File: src/rtl/stack_pkg.sv
// stack_pkg: shared constants and types for the return-address stack controller.
//   SP_CODE     register code that selects the stack in the DA/AA fields
//   RET_OFFSET  constant added to the pushed PC (return address = PC + 4)
//   state_e     controller FSM states
//   op_e        decoded request class
package stack_pkg;

   localparam logic [4:0]  SP_CODE    = 5'b11110;
   localparam int unsigned RET_OFFSET = 4;

   typedef enum logic {
      RUN,
      FAULT
   } state_e;

   typedef enum logic [1:0] {
      OP_NONE,
      OP_PUSH,
      OP_POP,
      OP_SWAP
   } op_e;

   // Classify a request from the two field-match bits.
   function automatic op_e decode_op(input logic push_hit, input logic pop_hit);
      op_e op;
      unique case ({push_hit, pop_hit})
         2'b10:   op = OP_PUSH;
         2'b01:   op = OP_POP;
         2'b11:   op = OP_SWAP;
         default: op = OP_NONE;
      endcase
      return op;
   endfunction

endpackage

File: src/rtl/stack_mem.sv
// stack_mem: DEPTH x WIDTH circular storage with a top-of-stack pointer.
//   clk_i         clock
//   rst_ni        asynchronous active-low reset (pointer only; contents are not cleared)
//   wr_en_i       push: advance pointer and write wr_data_i at the new top
//   rd_en_i       pop: retreat pointer
//   replace_en_i  overwrite the current top with wr_data_i, pointer unchanged
//   wr_data_i     write data
//   top_o         current top-of-stack entry
// The pointer wraps modulo DEPTH, so a push at full lands on the oldest entry.
module stack_mem #(
   parameter int unsigned DEPTH = 4,
   parameter int unsigned WIDTH = 32
) (
   input  logic             clk_i,
   input  logic             rst_ni,
   input  logic             wr_en_i,
   input  logic             rd_en_i,
   input  logic             replace_en_i,
   input  logic [WIDTH-1:0] wr_data_i,
   output logic [WIDTH-1:0] top_o
);

   localparam int unsigned PW = (DEPTH > 1) ? $clog2(DEPTH) : 1;

   logic [WIDTH-1:0] mem_q [DEPTH];
   logic [PW-1:0]    ptr_q, ptr_d;
   logic [PW-1:0]    wr_idx;

   always_comb begin
      ptr_d  = ptr_q;
      wr_idx = ptr_q;
      if (wr_en_i) begin
         ptr_d  = ptr_q + PW'(1);
         wr_idx = ptr_d;
      end else if (rd_en_i) begin
         ptr_d  = ptr_q - PW'(1);
      end
   end

   always_ff @(posedge clk_i or negedge rst_ni) begin
      if (!rst_ni) begin
         ptr_q <= '0;
      end else begin
         ptr_q <= ptr_d;
      end
   end

   always_ff @(posedge clk_i) begin
      if (wr_en_i || replace_en_i) begin
         mem_q[wr_idx] <= wr_data_i;
      end
   end

   assign top_o = mem_q[ptr_q];

endmodule

File: src/rtl/stack_ctrl.sv
// stack_ctrl: sequencer for the hardware return-address stack.
// Decodes DA/AA against SP_CODE into push / pop / push+pop / none, tracks depth,
// flags overflow/underflow and parks in FAULT until software pulses err_clr.
//   CLK, RST        clock, asynchronous active-low reset
//   req_valid/ready request handshake (ready is low only in FAULT)
//   DA, AA          destination / source-A register fields
//   DataIn          PC to push (stored as DataIn + RET_OFFSET)
//   DataO, _valid   registered popped value and its one-cycle strobe
//   depth/full/empty registered occupancy
//   overflow_err, underflow_err  sticky errors, cleared by err_clr
// Build option: define STACK_CTRL_WRAP_EN to make a push at full overwrite the
// oldest entry instead of faulting.
module stack_ctrl #(
   parameter int unsigned DEPTH      = 4,
   parameter int unsigned WIDTH      = 32,
   parameter logic [4:0]  SP_CODE    = stack_pkg::SP_CODE,
   parameter int unsigned RET_OFFSET = stack_pkg::RET_OFFSET
) (
   input  logic                     CLK,
   input  logic                     RST,
   input  logic                     req_valid,
   output logic                     req_ready,
   input  logic [4:0]               DA,
   input  logic [4:0]               AA,
   input  logic [WIDTH-1:0]         DataIn,
   output logic [WIDTH-1:0]         DataO,
   output logic                     DataO_valid,
   output logic [$clog2(DEPTH):0]   depth,
   output logic                     full,
   output logic                     empty,
   output logic                     overflow_err,
   output logic                     underflow_err,
   input  logic                     err_clr
);

   import stack_pkg::*;

   localparam int unsigned DW = $clog2(DEPTH) + 1;

   state_e           state_q, state_d;
   logic [DW-1:0]    depth_q, depth_d;
   logic             full_q, empty_q;
   logic [WIDTH-1:0] data_o_q, data_o_d;
   logic             valid_q, valid_d;
   logic             ovf_q, ovf_d;
   logic             unf_q, unf_d;

   logic             accept;
   op_e              op;
   logic [WIDTH-1:0] push_data;
   logic [WIDTH-1:0] mem_top;
   logic             wr_en, rd_en, replace_en;

   assign req_ready = (state_q == RUN);
   assign accept    = req_valid && req_ready;
   assign op        = decode_op(DA == SP_CODE, AA == SP_CODE);
   assign push_data = DataIn + WIDTH'(RET_OFFSET);

   always_comb begin
      state_d    = state_q;
      depth_d    = depth_q;
      data_o_d   = data_o_q;
      valid_d    = 1'b0;
      ovf_d      = ovf_q;
      unf_d      = unf_q;
      wr_en      = 1'b0;
      rd_en      = 1'b0;
      replace_en = 1'b0;

      unique case (state_q)
         RUN: begin
            if (accept) begin
               unique case (op)
                  OP_PUSH: begin
                     if (!full_q) begin
                        wr_en   = 1'b1;
                        depth_d = depth_q + DW'(1);
                     end else begin
`ifdef STACK_CTRL_WRAP_EN
                        // Circular overwrite of the oldest entry; depth stays at DEPTH.
                        wr_en   = 1'b1;
`else
                        ovf_d   = 1'b1;
                        state_d = FAULT;
`endif
                     end
                  end
                  OP_POP: begin
                     if (!empty_q) begin
                        rd_en    = 1'b1;
                        data_o_d = mem_top;
                        valid_d  = 1'b1;
                        depth_d  = depth_q - DW'(1);
                     end else begin
                        unf_d   = 1'b1;
                        state_d = FAULT;
                     end
                  end
                  OP_SWAP: begin
                     valid_d = 1'b1;
                     if (!empty_q) begin
                        data_o_d   = mem_top;
                        replace_en = 1'b1;
                     end else begin
                        // Nothing stored: the pushed value passes straight through.
                        data_o_d = push_data;
                     end
                  end
                  default: ;
               endcase
            end
         end
         FAULT: begin
            if (err_clr) begin
               ovf_d   = 1'b0;
               unf_d   = 1'b0;
               state_d = RUN;
            end
         end
         default: state_d = RUN;
      endcase
   end

   always_ff @(posedge CLK or negedge RST) begin
      if (!RST) begin
         state_q  <= RUN;
         depth_q  <= '0;
         full_q   <= 1'b0;
         empty_q  <= 1'b1;
         data_o_q <= '0;
         valid_q  <= 1'b0;
         ovf_q    <= 1'b0;
         unf_q    <= 1'b0;
      end else begin
         state_q  <= state_d;
         depth_q  <= depth_d;
         full_q   <= (depth_d == DW'(DEPTH));
         empty_q  <= (depth_d == '0);
         data_o_q <= data_o_d;
         valid_q  <= valid_d;
         ovf_q    <= ovf_d;
         unf_q    <= unf_d;
      end
   end

   stack_mem #(
      .DEPTH (DEPTH),
      .WIDTH (WIDTH)
   ) u_mem (
      .clk_i        (CLK),
      .rst_ni       (RST),
      .wr_en_i      (wr_en),
      .rd_en_i      (rd_en),
      .replace_en_i (replace_en),
      .wr_data_i    (push_data),
      .top_o        (mem_top)
   );

   assign DataO         = data_o_q;
   assign DataO_valid   = valid_q;
   assign depth         = depth_q;
   assign full          = full_q;
   assign empty         = empty_q;
   assign overflow_err  = ovf_q;
   assign underflow_err = unf_q;

endmodule
File: config.mk
export PLATFORM = sky130hd
export DESIGN_NAME = stack_ctrl
export DESIGN_NICKNAME = d
export VERILOG_FILES = /design/src/rtl/stack_pkg.sv /design/src/rtl/stack_mem.sv /design/src/rtl/stack_ctrl.sv
export SDC_FILE = /design/constraint.sdc
export NUM_CORES = 1
export LEC_CHECK = 0
export ABC_CLOCK_PERIOD_IN_PS = 7100
export BUFFER_PORTS_ARGS = -buffer_cell sky130_fd_sc_hd__buf_4
export CAP_MARGIN = 40
export CORE_MARGIN = 4
export CORE_UTILIZATION = 60
export CTS_BUF_LIST = sky130_fd_sc_hd__clkbuf_4 sky130_fd_sc_hd__clkbuf_8
export DETAILED_ROUTE_END_ITERATION = 16
export HOLD_SLACK_MARGIN = 0.06
export MAX_ROUTING_LAYER = met4
export PLACE_DENSITY = 0.82
export SETUP_SLACK_MARGIN = 0.2
export SYNTH_ARGS = -nofsm -noshare
export SYNTH_HDL_FRONTEND = slang
export SYNTH_HIERARCHICAL = 1
export SYNTH_SLANG_ARGS = --single-unit
File: constraint.sdc
create_clock -name CLK -period 7.1 [get_ports CLK]
set_clock_uncertainty 0.05 [all_clocks]
set_input_delay 1.065 -clock CLK [delete_from_list [all_inputs] [get_ports CLK]]
set_output_delay 1.065 -clock CLK [all_outputs]
set_load 0.03 [all_outputs]
==> impl_metrics.toml <==
[status]
status = "completed"

[synth]
synth-edff-count = 128
ys_ff_latch = 171
synth_cell_type_count = 57
synth_area_um2 = 7620
ys_warn_count = 6
seq_area_frac_synth_pct = 64.6
syn_nets = 551
netlist_instances = 497
avgSynthCellArea_um2 = 15.3
ys.flop_type = "edfxtp_1"
async_reset_ff_share_pct = 25.1

[critical_path]
crit_required_ps = 7170
timing_worst_setup_path_type = "input pin to flop"
cp-end-kind = "flop"
worst_setup_path_start_kind = "input pin"
cp_max_fo = 20
critPathArrivalTime_ps = 4230

[drt]
drcViolationCount = 0
drt-wirelength-per-cell_um = 20.4
vias = 4664
ant_nets = 0
drt_pass1_iterations = 6
wirelength_um = 15600
viasPerCell = 6.10
drtIter0Drc = 492

[job]
cap_violations = 0

[global_routing]
track_usage_pct = 23.6
grt_max_degree = 44
grt_antenna_before_repair = 0
grt_pass1_vias = 4785
grt.overflow.total = 0
grt_first_pass_wirelength_um = 25300

[die]
start_util_pct = 62.4
dieArea_um2 = 14600
rows = 40
ios = 87
die_w_um = 121
die_h_um = 121
core-area_um2 = 12200

[cts]
h-tree-depth = 4
cts_buffers = 17
cts_buffer_depth = 2
cts_tree = "done"
cts-root-buf = "clkbuf_8"
clkSinkCount = 171
clk-insertion-delay-late_ps = 450
cts_resized = 0
cts_hold_buffers = 0
path_clk_slew_ps = 100
postCtsSetupBuffers = 0

[timing]
fin_setup_tns_ps = 0
slew_headroom_pct = 44.4
fin_crit_sh_pct = 58.6
setup_viol = 0
grt_setup_unrepaired = "no"
finalCriticalPeriod_ps = 4160
drv_slew = 0
max_freq_ghz = 0.240
finalHoldViolations = 0
tightestPinTransition_ps = 833

[worst_hold_path]
hold_class = "flop to flop"

[cells_and_area]
final_common_cell = "edfxtp_1"
utilization_pct = 71.7
drive_gt1_share_pct = 30.0
num_antenna_cells = 0
mostFrequentLayoutCells = "128 x edfxtp_1, 95 x buf_4, 41 x dfrtp_1"
fin_nets = 637
syn2layout_area_growth_pct = 15.0
n_fill_cell = 785

[pwr]
power_density_nw_per_um2 = 273
p_total_uw = 2390
ir_worst_vdd_mv = 0.149
p_leak_uw = 0.00331

[placed_design]
io_buffers = 86
dp_hpwl_um = 9960
gp_congestion = 0.887
==> flip-flops by register name (all words and copies together), names as in the netlist <==
name	flops
depth	3
overflow_err	1
state_q	1
u_mem/mem_q	128
u_mem/ptr_q	2
underflow_err	1
full	1
DataO	32
DataO_valid	1
empty	1
==> synthesized netlist by cell type (4+ instances only) <==
cell type | instances | area (um2)
a21oi_1 | 7 | 35.0
a221o_1 | 11 | 110
a31oi_1 | 5 | 31.3
and3_1 | 15 | 93.8
buf_2 | 8 | 40.0
buf_6 | 4 | 45.0
clkbuf_1 | 9 | 33.8
dfrtp_1 | 42 | 1050
edfxtp_1 | 128 | 3840
ha_1 | 8 | 100
inv_1 | 15 | 56.3
mux2i_1 | 7 | 70.1
mux4_1 | 5 | 131
mux4_2 | 27 | 608
nand2_1 | 39 | 146
nand2b_1 | 6 | 37.5
nand3_1 | 14 | 70.1
nand4_1 | 5 | 31.3
nor2_1 | 26 | 97.6
nor3_1 | 9 | 45.0
o21ai_0 | 18 | 90.1
o22ai_1 | 7 | 43.8
xnor2_1 | 11 | 96.3
xor2_1 | 17 | 149
==> power by group <==
part / internal (uW) / leakage (uW) / total (uW) / switching, uW
Combinational: 235 / 0.00141 / 521 / 286
Clock: 353 / 0.000199 / 701 / 349
Sequential: 1130 / 0.00170 / 1170 / 34.0
Total: 1720 / 0.00331 / 2390 / 669
==> path summary, 6_finish.rpt <==
path	from	endpoint	slack [ps]	cells after the start
setup / recovery	DA[4]	u_mem/mem_q[0][0]$_DFFE_PP_	2940	11
hold / removal	DataO[14]$_DFFE_PN0P_	DataO[14]$_DFFE_PN0P_	430	2
setup reg to reg	u_mem/ptr_q[0]$_DFFE_PN0P_	u_mem/mem_q[0][0]$_DFFE_PP_	3860	6
hold reg to reg	DataO[14]$_DFFE_PN0P_	DataO[14]$_DFFE_PN0P_	430	2
max in group asynchronous	RST	u_mem/ptr_q[0]$_DFFE_PN0P_	5970	1
min in group asynchronous	RST	DataO[15]$_DFFE_PN0P_	580	1
==> logic make-up after synthesis <==
family	synth area share, %
buffers and inverters	3.69
AO/OA/AOI/OAI	5.60
multiplexers	10.6
AND/OR/NAND/NOR	11.0
XOR/XNOR	3.22
flip-flops	64.6
adder cells (fa/ha/maj)	1.31
==> critical path, stage by stage <==
cell	delay [ps]
buf_4	80
nand2_1	50
nor3_1	350
ha_1	320
nor2b_1	260
and2_1	260
inv_1	90
ha_1	340
or2_2	310
o22ai_2	670
buf_4	430
==> metrics by stage <==
stage | area [um2] | std cells | hold slack, ps | setup slack [ps]
2_1_floorplan | 7620 | 497 | 460 | 2340
3_3_place_gp | 8350 | 732 | 405 | 2690
3_5_place_dp | 8350 | 732 | 412 | 2510
4_1_cts | 8760 | 764 | 433 | 2980
5_1_grt | 8760 | 764 | 465 | 2700
6_report | 8760 | 764 | 427 | 2940
==> final cells by class <==
class / instances / area (um2) / share of cell area [%]
Tap cell: 168 / 210 / 2.40
Inverter: 15 / 56.3 / 0.643
Timing Repair Buffer: 95 / 713 / 8.14
Multi-Input combinational cell: 283 / 2450 / 27.9
Clock buffer: 18 / 241 / 2.76
Sequential cell: 171 / 4920 / 56.2
Clock inverter: 14 / 169 / 1.93
==> routing by layer <==
layer,vias to the layer above,global-route usage (%),share of wire [%]
li1,2084,-,-
met1,2334,30.6,40
met2,221,37.4,50
met3,25,5.00,7.9
met4,0,8.64,2.0
met5,-,-,0
Power figures use the tool's default switching activity.
